==> config.mk <==
export PLATFORM = sky130hd
export DESIGN_NAME = ir_queue
export DESIGN_NICKNAME = d
export VERILOG_FILES = /design/src/rtl/ir_queue.sv
export SDC_FILE = /design/constraint.sdc
export NUM_CORES = 1
export LEC_CHECK = 0
export ABC_AREA = 1
export CORE_ASPECT_RATIO = 0.7
export CORE_MARGIN = 2
export CORE_UTILIZATION = 46
export CTS_CLUSTER_SIZE = 40
export DETAILED_ROUTE_END_ITERATION = 10
export HOLD_SLACK_MARGIN = 0.12
export PLACE_DENSITY = 0.79
export SYNTH_ARGS = -nofsm -noshare
export SYNTH_HDL_FRONTEND = slang
export SYNTH_SLANG_ARGS = --single-unit
==> constraint.sdc <==
create_clock -name clk -period 5.4 [get_ports clk]
set_clock_uncertainty 0.1 [all_clocks]
set_input_delay 1.08 -clock clk [delete_from_list [all_inputs] [get_ports clk]]
set_output_delay 1.08 -clock clk [all_outputs]
set_load 0.005 [all_outputs]
==> src/rtl/ir_queue.sv <==
// ir_queue -- multi-entry instruction register between LC-3b fetch and decode.
//
// Circular FIFO of DEPTH {instruction word, PC} entries with valid/ready on
// both sides. The head entry is sliced into the decode fields the control
// unit needs. When the queue is empty, every field and out_pc read as 0.
// A synchronous flush discards everything so that fetch can run ahead.
//
// Ports:
//   clk, reset_n       clock (rising edge), async active-low reset
//   flush              synchronous discard of all entries; beats push/pop
//   in_valid/in/in_pc  fetch side: word and its PC; in_ready = not full
//   out_ready          decode consumes the head entry
//   out_valid, out_pc  head entry present, and its PC
//   count              occupancy, 0..DEPTH
//   opcode..jsr_enable decode slices of the head word
module ir_queue #(
    parameter int DEPTH    = 4,
    parameter int PC_WIDTH = 16
) (
    input  logic                       clk,
    input  logic                       reset_n,
    input  logic                       flush,
    input  logic                       in_valid,
    input  logic [15:0]                in,
    input  logic [PC_WIDTH-1:0]        in_pc,
    output logic                       in_ready,
    input  logic                       out_ready,
    output logic                       out_valid,
    output logic [PC_WIDTH-1:0]        out_pc,
    output logic [$clog2(DEPTH+1)-1:0] count,
    output logic [3:0]                 opcode,
    output logic [2:0]                 dest,
    output logic [2:0]                 src1,
    output logic [2:0]                 src2,
    output logic [3:0]                 offset4,
    output logic [4:0]                 offset5,
    output logic [5:0]                 offset6,
    output logic [7:0]                 trapvect8,
    output logic [8:0]                 offset9,
    output logic [10:0]                offset11,
    output logic                       d_enable,
    output logic                       imm_enable,
    output logic                       jsr_enable
);
    localparam int CW = $clog2(DEPTH+1);
    localparam int PW = $clog2(DEPTH);

    typedef struct packed {
        logic [15:0]         word;
        logic [PC_WIDTH-1:0] pc;
    } entry_t;

    entry_t        mem [DEPTH];
    logic [PW-1:0] head, tail;
    logic [CW-1:0] cnt;
    logic          push, pop;
    entry_t        head_e;
    logic [15:0]   hw;

    // Both handshakes depend only on registered occupancy, so there is no
    // combinational path from out_ready to in_ready.
    assign in_ready  = (cnt != CW'(DEPTH));
    assign out_valid = (cnt != '0);
    assign push      = in_valid && in_ready;
    assign pop       = out_valid && out_ready;
    assign count     = cnt;

    // DEPTH does not have to be a power of 2, so wrap explicitly instead of
    // relying on the pointer overflowing.
    function automatic logic [PW-1:0] ptr_inc(input logic [PW-1:0] p);
        return (p == PW'(DEPTH-1)) ? '0 : p + PW'(1);
    endfunction

    always_ff @(posedge clk or negedge reset_n) begin
        if (!reset_n) begin
            head <= '0;
            tail <= '0;
            cnt  <= '0;
        end else if (flush) begin
            head <= '0;
            tail <= '0;
            cnt  <= '0;
        end else begin
            if (push) tail <= ptr_inc(tail);
            if (pop)  head <= ptr_inc(head);
            case ({push, pop})
                2'b10:   cnt <= cnt + CW'(1);
                2'b01:   cnt <= cnt - CW'(1);
                default: cnt <= cnt;
            endcase
        end
    end

    // Storage is not reset. A push that coincides with a flush is dropped.
    always_ff @(posedge clk) begin
        if (push && !flush) mem[tail] <= {in, in_pc};
    end

    // Gate with out_valid so that an empty queue decodes as all zeros.
    assign head_e = mem[head];
    assign hw     = out_valid ? head_e.word : '0;
    assign out_pc = out_valid ? head_e.pc   : '0;

    assign opcode     = hw[15:12];
    assign dest       = hw[11:9];
    assign src1       = hw[8:6];
    assign src2       = hw[2:0];
    assign offset4    = hw[3:0];
    assign offset5    = hw[4:0];
    assign offset6    = hw[5:0];
    assign trapvect8  = hw[7:0];
    assign offset9    = hw[8:0];
    assign offset11   = hw[10:0];
    assign d_enable   = hw[4];
    assign imm_enable = hw[5];
    assign jsr_enable = hw[11];
endmodule

==> results of run 1 <==
==> cells in the final DEF, fill, tap and decap left out <==
| cell | instances |
|---|---|
| a21oi_1 | 32 |
| a21oi_2 | 1 |
| buf_4 | 3 |
| bufinv_16 | 6 |
| clkbuf_1 | 1 |
| clkbuf_16 | 17 |
| clkdlybuf4s50_1 | 116 |
| clkinv_1 | 1 |
| clkinv_2 | 3 |
| clkinv_4 | 1 |
| clkinvlp_4 | 3 |
| dfrtp_1 | 6 |
| dfrtp_2 | 1 |
| edfxtp_1 | 128 |
| fa_1 | 1 |
| ha_1 | 5 |
| inv_1 | 13 |
| inv_2 | 2 |
| nand2_1 | 15 |
| nand2_2 | 5 |
| nand3_1 | 5 |
| nand3b_1 | 1 |
| nor2_1 | 128 |
| nor2_2 | 1 |
| nor2_4 | 5 |
| nor3_1 | 1 |
| o21ai_0 | 26 |
| o21ai_1 | 41 |
| o22ai_1 | 1 |
| xnor2_1 | 1 |
==> cells in the mapped netlist <==
master / instances / share of area, %
edfxtp_1: 128 / 66
nor2_4: 1 / 0.19
nand3b_1: 1 / 0.13
a21oi_1: 32 / 2.8
nor2_2: 1 / 0.11
clkbuf_1: 1 / 0.065
nand2_1: 15 / 0.97
o21ai_1: 41 / 3.5
nand2_2: 5 / 0.54
xnor2_1: 1 / 0.15
fa_1: 1 / 0.35
ha_1: 5 / 1.1
nand3_1: 5 / 0.43
a21oi_2: 1 / 0.15
inv_1: 13 / 0.84
o21ai_0: 26 / 2.2
nor3_1: 1 / 0.086
o22ai_1: 1 / 0.11
inv_2: 2 / 0.13
buf_1: 1 / 0.065
clkbuf_2: 5 / 0.43
nor2_1: 132 / 8.5
buf_4: 46 / 6.0
buf_2: 8 / 0.69
buf_6: 6 / 1.2
dfrtp_1: 7 / 3.0
==> final timing paths <==
kind,start,to
setup / recovery,count[0],offset11[1]
hold / removal,count[1],count[1]
setup reg to reg,count[0],mem[3][8]
hold reg to reg,count[1],count[1]
max in group asynchronous,reset_n,head[0]
min in group asynchronous,reset_n,count[0]
==> metrics by stage <==
| step | hold WS, ns | setup slack [ns] |
|---|---|---|
| global placement | 0.4608 | 1.700 |
| finish | 0.4790 | 1.257 |
| CTS | 0.4787 | 1.220 |
| floorplan | 0.4484 | 2.155 |
| detailed placement | 0.4655 | 1.682 |
| global route | 0.4999 | 1.024 |
==> sequential cells by signal (all words and copies together) (netlist names) <==
| name | cells |
|---|---|
| mem | 128 |
| count | 3 |
| head | 2 |
| tail | 2 |
==> worst register-to-register path, cell delays in order, from the launching register on <==
cell and delay, ns:
dfrtp_1 0.45, nor2_2 0.09, nand2_2 0.08, nand2_2 0.08, inv_2 0.08, nand2_1 0.23
nor2_4 0.90
==> final cells by class <==
type / count / share of cell area, %
Clock inverter: 14 / 3.114
Multi-Input combinational cell: 269 / 17.18
Tap cell: 162 / 2.742
Clock buffer: 18 / 5.806
Sequential cell: 135 / 54.38
Timing Repair Buffer: 119 / 16.01
Inverter: 15 / 0.7617
==> power by group through the flow <==
stage          combinational, uW  sequential [uW]  clock [uW]
5_1_grt                     1800             1260        1340
6_report                    1660             1250        1280
3_5_place_dp                1660             1280           0
3_3_place_gp                1640             1270           0
2_1_floorplan               1030             1270           0
4_1_cts                     1670             1250        1290
==> metal layers <==
layer	routed length, microns	global-route usage, %	vias up
li1	-	-	1777
met1	5218	24.19	1809
met2	5804	29.70	173
met3	923	5.787	11
met4	132	5.808	0
met5	0	0	-
==> kinds of logic (layout without fill, tap and decap cells) <==
family	after synthesis	after routing
adders and majority gates	6	6
AOI/OAI and AO/OA	101	101
xor gates and xnor gates	1	1
DFF	135	135
and+or+nand+nor	161	161
buffers and inverters	82	166
==> impl_metrics.csv, run 1 <==
group,metric,value,unit
setup_path,worst_ep_required_time,4.22,ns
clock_network,cts_buffers,17,
clock_network,htree_num_levels,4,
setup_path,cpPeakStageDelay,0.93,ns
clock_network,clk_pin_slew,0.06,ns
setup_path,cp.arrival,2.96,ns
placement,portBuffers,116,
route,route.detailed.drc,0,
finish,fin_area,0.007392,sq mm
finish,multiInputGateArea,0.001270,sq mm
setup_path,r2r_slack,2.99,ns
setup_path,end_kind,"output pin",
floorplan,die_x,138.2,microns
setup_path,cp_cell_sequence,"nor2_2, nand2_1, inv_1, a21oi_1, clkdlybuf4s50_1",
floorplan,die-area,0.01354,sq mm
global_route,grt_pass1_vias,3644,
floorplan,initial_utilization,46.86,%
setup_path,crit_cells,5,
timing,period_share,76.73,%
global_route,grt_antenna_before_repair,0,
placement,place.gp.congestion,0.7735,
power_and_ir_drop,pwr-share-comb,39.5,%
logic_synthesis,syn_nets,529,
power_and_ir_drop,seqPwrFrac,29.9,%
power_and_ir_drop,powerDensity,567.1,mW/mm^2
min_path,min_path_type,"flop to flop",
route,dr.pass1.iters,5,
floorplan,die_h,97.95,microns
setup_path,worst-path-buf-inv,2,
global_route,grt_max_degree,67,
logic_synthesis,synth_mux_area_share,0,%
logic_synthesis,synthAdderAreaFrac,1.424,%
timing,period_needed,4.143,ns
timing,tns,0,ns
finish,final_cells,732,
timing,setup_violations,0,
setup_path,crit_family,"buffers and inverters",
finish,drive_gt1_share,8.421,%
finish,fillCellCount,923,
logic_synthesis,syn_inst,486,
route,num_vias,3770,
power_and_ir_drop,p_leak,0.002572,uW
route,avgRoutedWirePerCell,16.50,microns
logic_synthesis,yosys_warnings,0,
floorplan,core.rowCount,34,
clock_network,ctsHoldBuffers,0,
setup_path,critPathKind,"flop to output pin",
timing,rsz0062_at_grt,"no",
logic_synthesis,synth_top_family_by_area,"simple AND/OR/NAND/NOR gates",
placement,hpwl,6943,microns
floorplan,core_area,0.01238,sq mm
logic_synthesis,synth-simple-area-share,11.00,%
logic_synthesis,ys_seq_elements,135,
setup_path,r2r_cells,6,
logic_synthesis,synth_compound_area_share,8.801,%
clock_network,clkLatencyLatePin,0.41,ns
clock_network,clock-sinks,135,
global_route,grt_overflow,0,
route,drtIter0Drc,264,
clock_network,cts_resized,0,
timing,final_hold_viol_count,0,
power_and_ir_drop,p_switching,1247,uW
timing,clock.fmax,241.4,MHz
power_and_ir_drop,pwr-share-clk,30.5,%
route,drt_wl_total,12080,microns
logic_synthesis,syn-cell-area,0.005801,sq mm
logic_synthesis,yosysUniqueCellTypes,26,
finish,antenna_cells,0,
clock_network,post-cts-setup-buffers,0,
setup_path,critPathLaunchType,"flop",
logic_synthesis,ys_seq_area_share,69.28,%
global_route,grt_first_pass_wirelength,19110,microns
clock_network,clk_path_buf_depth,2,
timing,max_slew_margin,15.62,%
setup_path,slowest_stage,"inv_1",
power_and_ir_drop,internal-power,2945,uW
route,route.antenna.remaining_nets,0,
timing,drv_slew,0,
route,viasPerCell,5.150,
setup_path,crit_path_max_fanout,32,
finish,seqCellArea,0.004020,sq mm
min_path,min_path_cells,2,
global_route,track_usage,18.43,%
placement,dp.cells,700,
logic_synthesis,synth-xor-area-share,0.1510,%
clock_network,cts_root_buffer,"clkbuf_16",
power_and_ir_drop,ir_drop,0.3755,mV
finish,syn_to_final_growth,27.44,%
power_and_ir_drop,switching_share,29.74,%
logic_synthesis,synth.avg_cell_area,11.94,sq um
finish,fin_util,59.71,%
finish,nets,600,
status,status,"completed",
placement,placed_cell_area,0.006733,sq mm
timing,tightest_slew,1.264,ns
flow_run,maxCapViolCount,0,
power_and_ir_drop,p_total,4192,uW
clock_network,cts_tree,"done",
floorplan,io_pins,117,
Note: power is estimated with default switching activity, not from simulation.
==> run 2, diff against run 1 <==
clock period = 4.08 ns   (was 5.4 ns; I/O delays follow)
==> impl_metrics.csv, run 2 (same netlist as run 1, synthesis figures left out) <==
group,metric,value,unit
status,status,"completed",
floorplan,initial_utilization,46.86,%
global_route,grt_max_degree,39,
setup_path,crit_path_max_fanout,36,
global_route,grt_overflow,0,
floorplan,core_area,0.01238,sq mm
placement,hpwl,7257,microns
global_route,grt_pass1_vias,3831,
power_and_ir_drop,ir_drop,0.4139,mV
clock_network,cts_tree,"done",
clock_network,clkLatencyLatePin,0.41,ns
floorplan,io_pins,117,
timing,setup_violations,0,
global_route,grt_antenna_before_repair,0,
timing,tns,0,ns
timing,hold_ws,0.4746,ns
setup_path,critPathLaunchType,"flop",
finish,top_register,"mem",
finish,largest_reg_flops,128,
floorplan,die_x,138.2,microns
route,route.antenna.remaining_nets,0,
route,viasPerCell,5.127,
global_route,grt_first_pass_wirelength,19290,microns
route,route.detailed.drc,0,
timing,period_needed,3.710,ns
clock_network,htree_num_levels,4,
clock_network,post-cts-setup-buffers,0,
finish,most-common-layout-cells,"nor2_1, edfxtp_1, clkdlybuf4s50_1",
route,avgRoutedWirePerCell,16.21,microns
finish,antenna_cells,0,
clock_network,clk_path_buf_depth,2,
power_and_ir_drop,p_total,5382,uW
placement,portBuffers,116,
floorplan,die-area,0.01354,sq mm
timing,drv_slew,0,
power_and_ir_drop,powerDensity,729.7,mW/mm^2
clock_network,clk_pin_slew,0.06,ns
setup_path,end_kind,"output pin",
min_path,min_path_type,"flop to flop",
setup_path,critPathKind,"flop to output pin",
setup_path,cp.arrival,2.79,ns
route,drtIter0Drc,343,
finish,drive_gt1_share,9.028,%
clock_network,ctsHoldBuffers,0,
clock_network,cts_root_buffer,"clkbuf_16",
clock_network,cts_buffers,17,
finish,fin_area,0.007376,sq mm
power_and_ir_drop,p_leak,0.002573,uW
timing,period_share,90.94,%
timing,rsz0062_at_grt,"no",
placement,place.gp.congestion,0.7797,
route,num_vias,3784,
finish,nets,606,
route,dr.pass1.iters,5,
clock_network,cts_resized,0,
timing,final_hold_viol_count,0,
flow_run,maxCapViolCount,0,
clock_network,clock-sinks,135,
setup_path,worst_ep_required_time,3.16,ns
timing,clock.fmax,269.5,MHz
placement,placed_cell_area,0.006790,sq mm
finish,fin_util,59.58,%
route,drt_wl_total,11970,microns
floorplan,core.rowCount,34,
timing,max_slew_margin,47.80,%
floorplan,die_h,97.95,microns
timing,tightest_slew,0.7821,ns
global_route,track_usage,18.44,%
finish,syn_to_final_growth,27.16,%
-- run 2: layout make-up --
| class | instances | area, sq um |
|---|---|---|
| fill | 953 | 5004 |
| tap | 162 | 202.7 |
| inverter | 15 | 56.30 |
| clock buffer | 18 | 429.2 |
| timing repair buffer | 125 | 1241 |
| sequential | 135 | 4020 |
| multi-input combinational | 269 | 1270 |
| clock inverter | 14 | 156.4 |
-- run 2: through the flow --
step                instances  setup WS, ns
floorplan                 486         1.099
global route              738       0.08936
CTS                       738        0.3305
detailed placement        706        0.7850
finish                    738        0.3697
global placement          706        0.8493
-- run 2: power breakdown --
group | switching (uW) | total (uW) | internal, uW
sequential | 75.4 | 1690 | 1610
clock | 555 | 1510 | 953
combinational | 1010 | 2190 | 1170
-- run 2: final timing paths --
check	to	slack, ns	depth (start not counted)	from
max	offset6[4]	0.37	5	head[0]
min	count[1]	0.47	2	count[1]
max reg2reg	mem[3][11]	1.82	7	count[0]
min reg2reg	count[1]	0.47	2	count[1]
max in group asynchronous	head[0]	3.05	1	reset_n
min in group asynchronous	count[1]	0.56	1	reset_n
-- run 2: worst max-delay path, stage by stage (launching register included) --
cell and delay (ns):
dfrtp_2 0.60, inv_2 0.48, buf_12 0.26, o21ai_0 0.12, a21oi_1 0.34, clkdlybuf4s50_1 0.58
-- run 2: metal layers --
metal,global-route usage (%),vias to the layer above,share of wire [%]
li1,-,1794,-
met1,23.47,1824,43
met2,30.20,151,49
met3,4.953,15,6.7
met4,7.849,0,1.5
met5,0,-,0
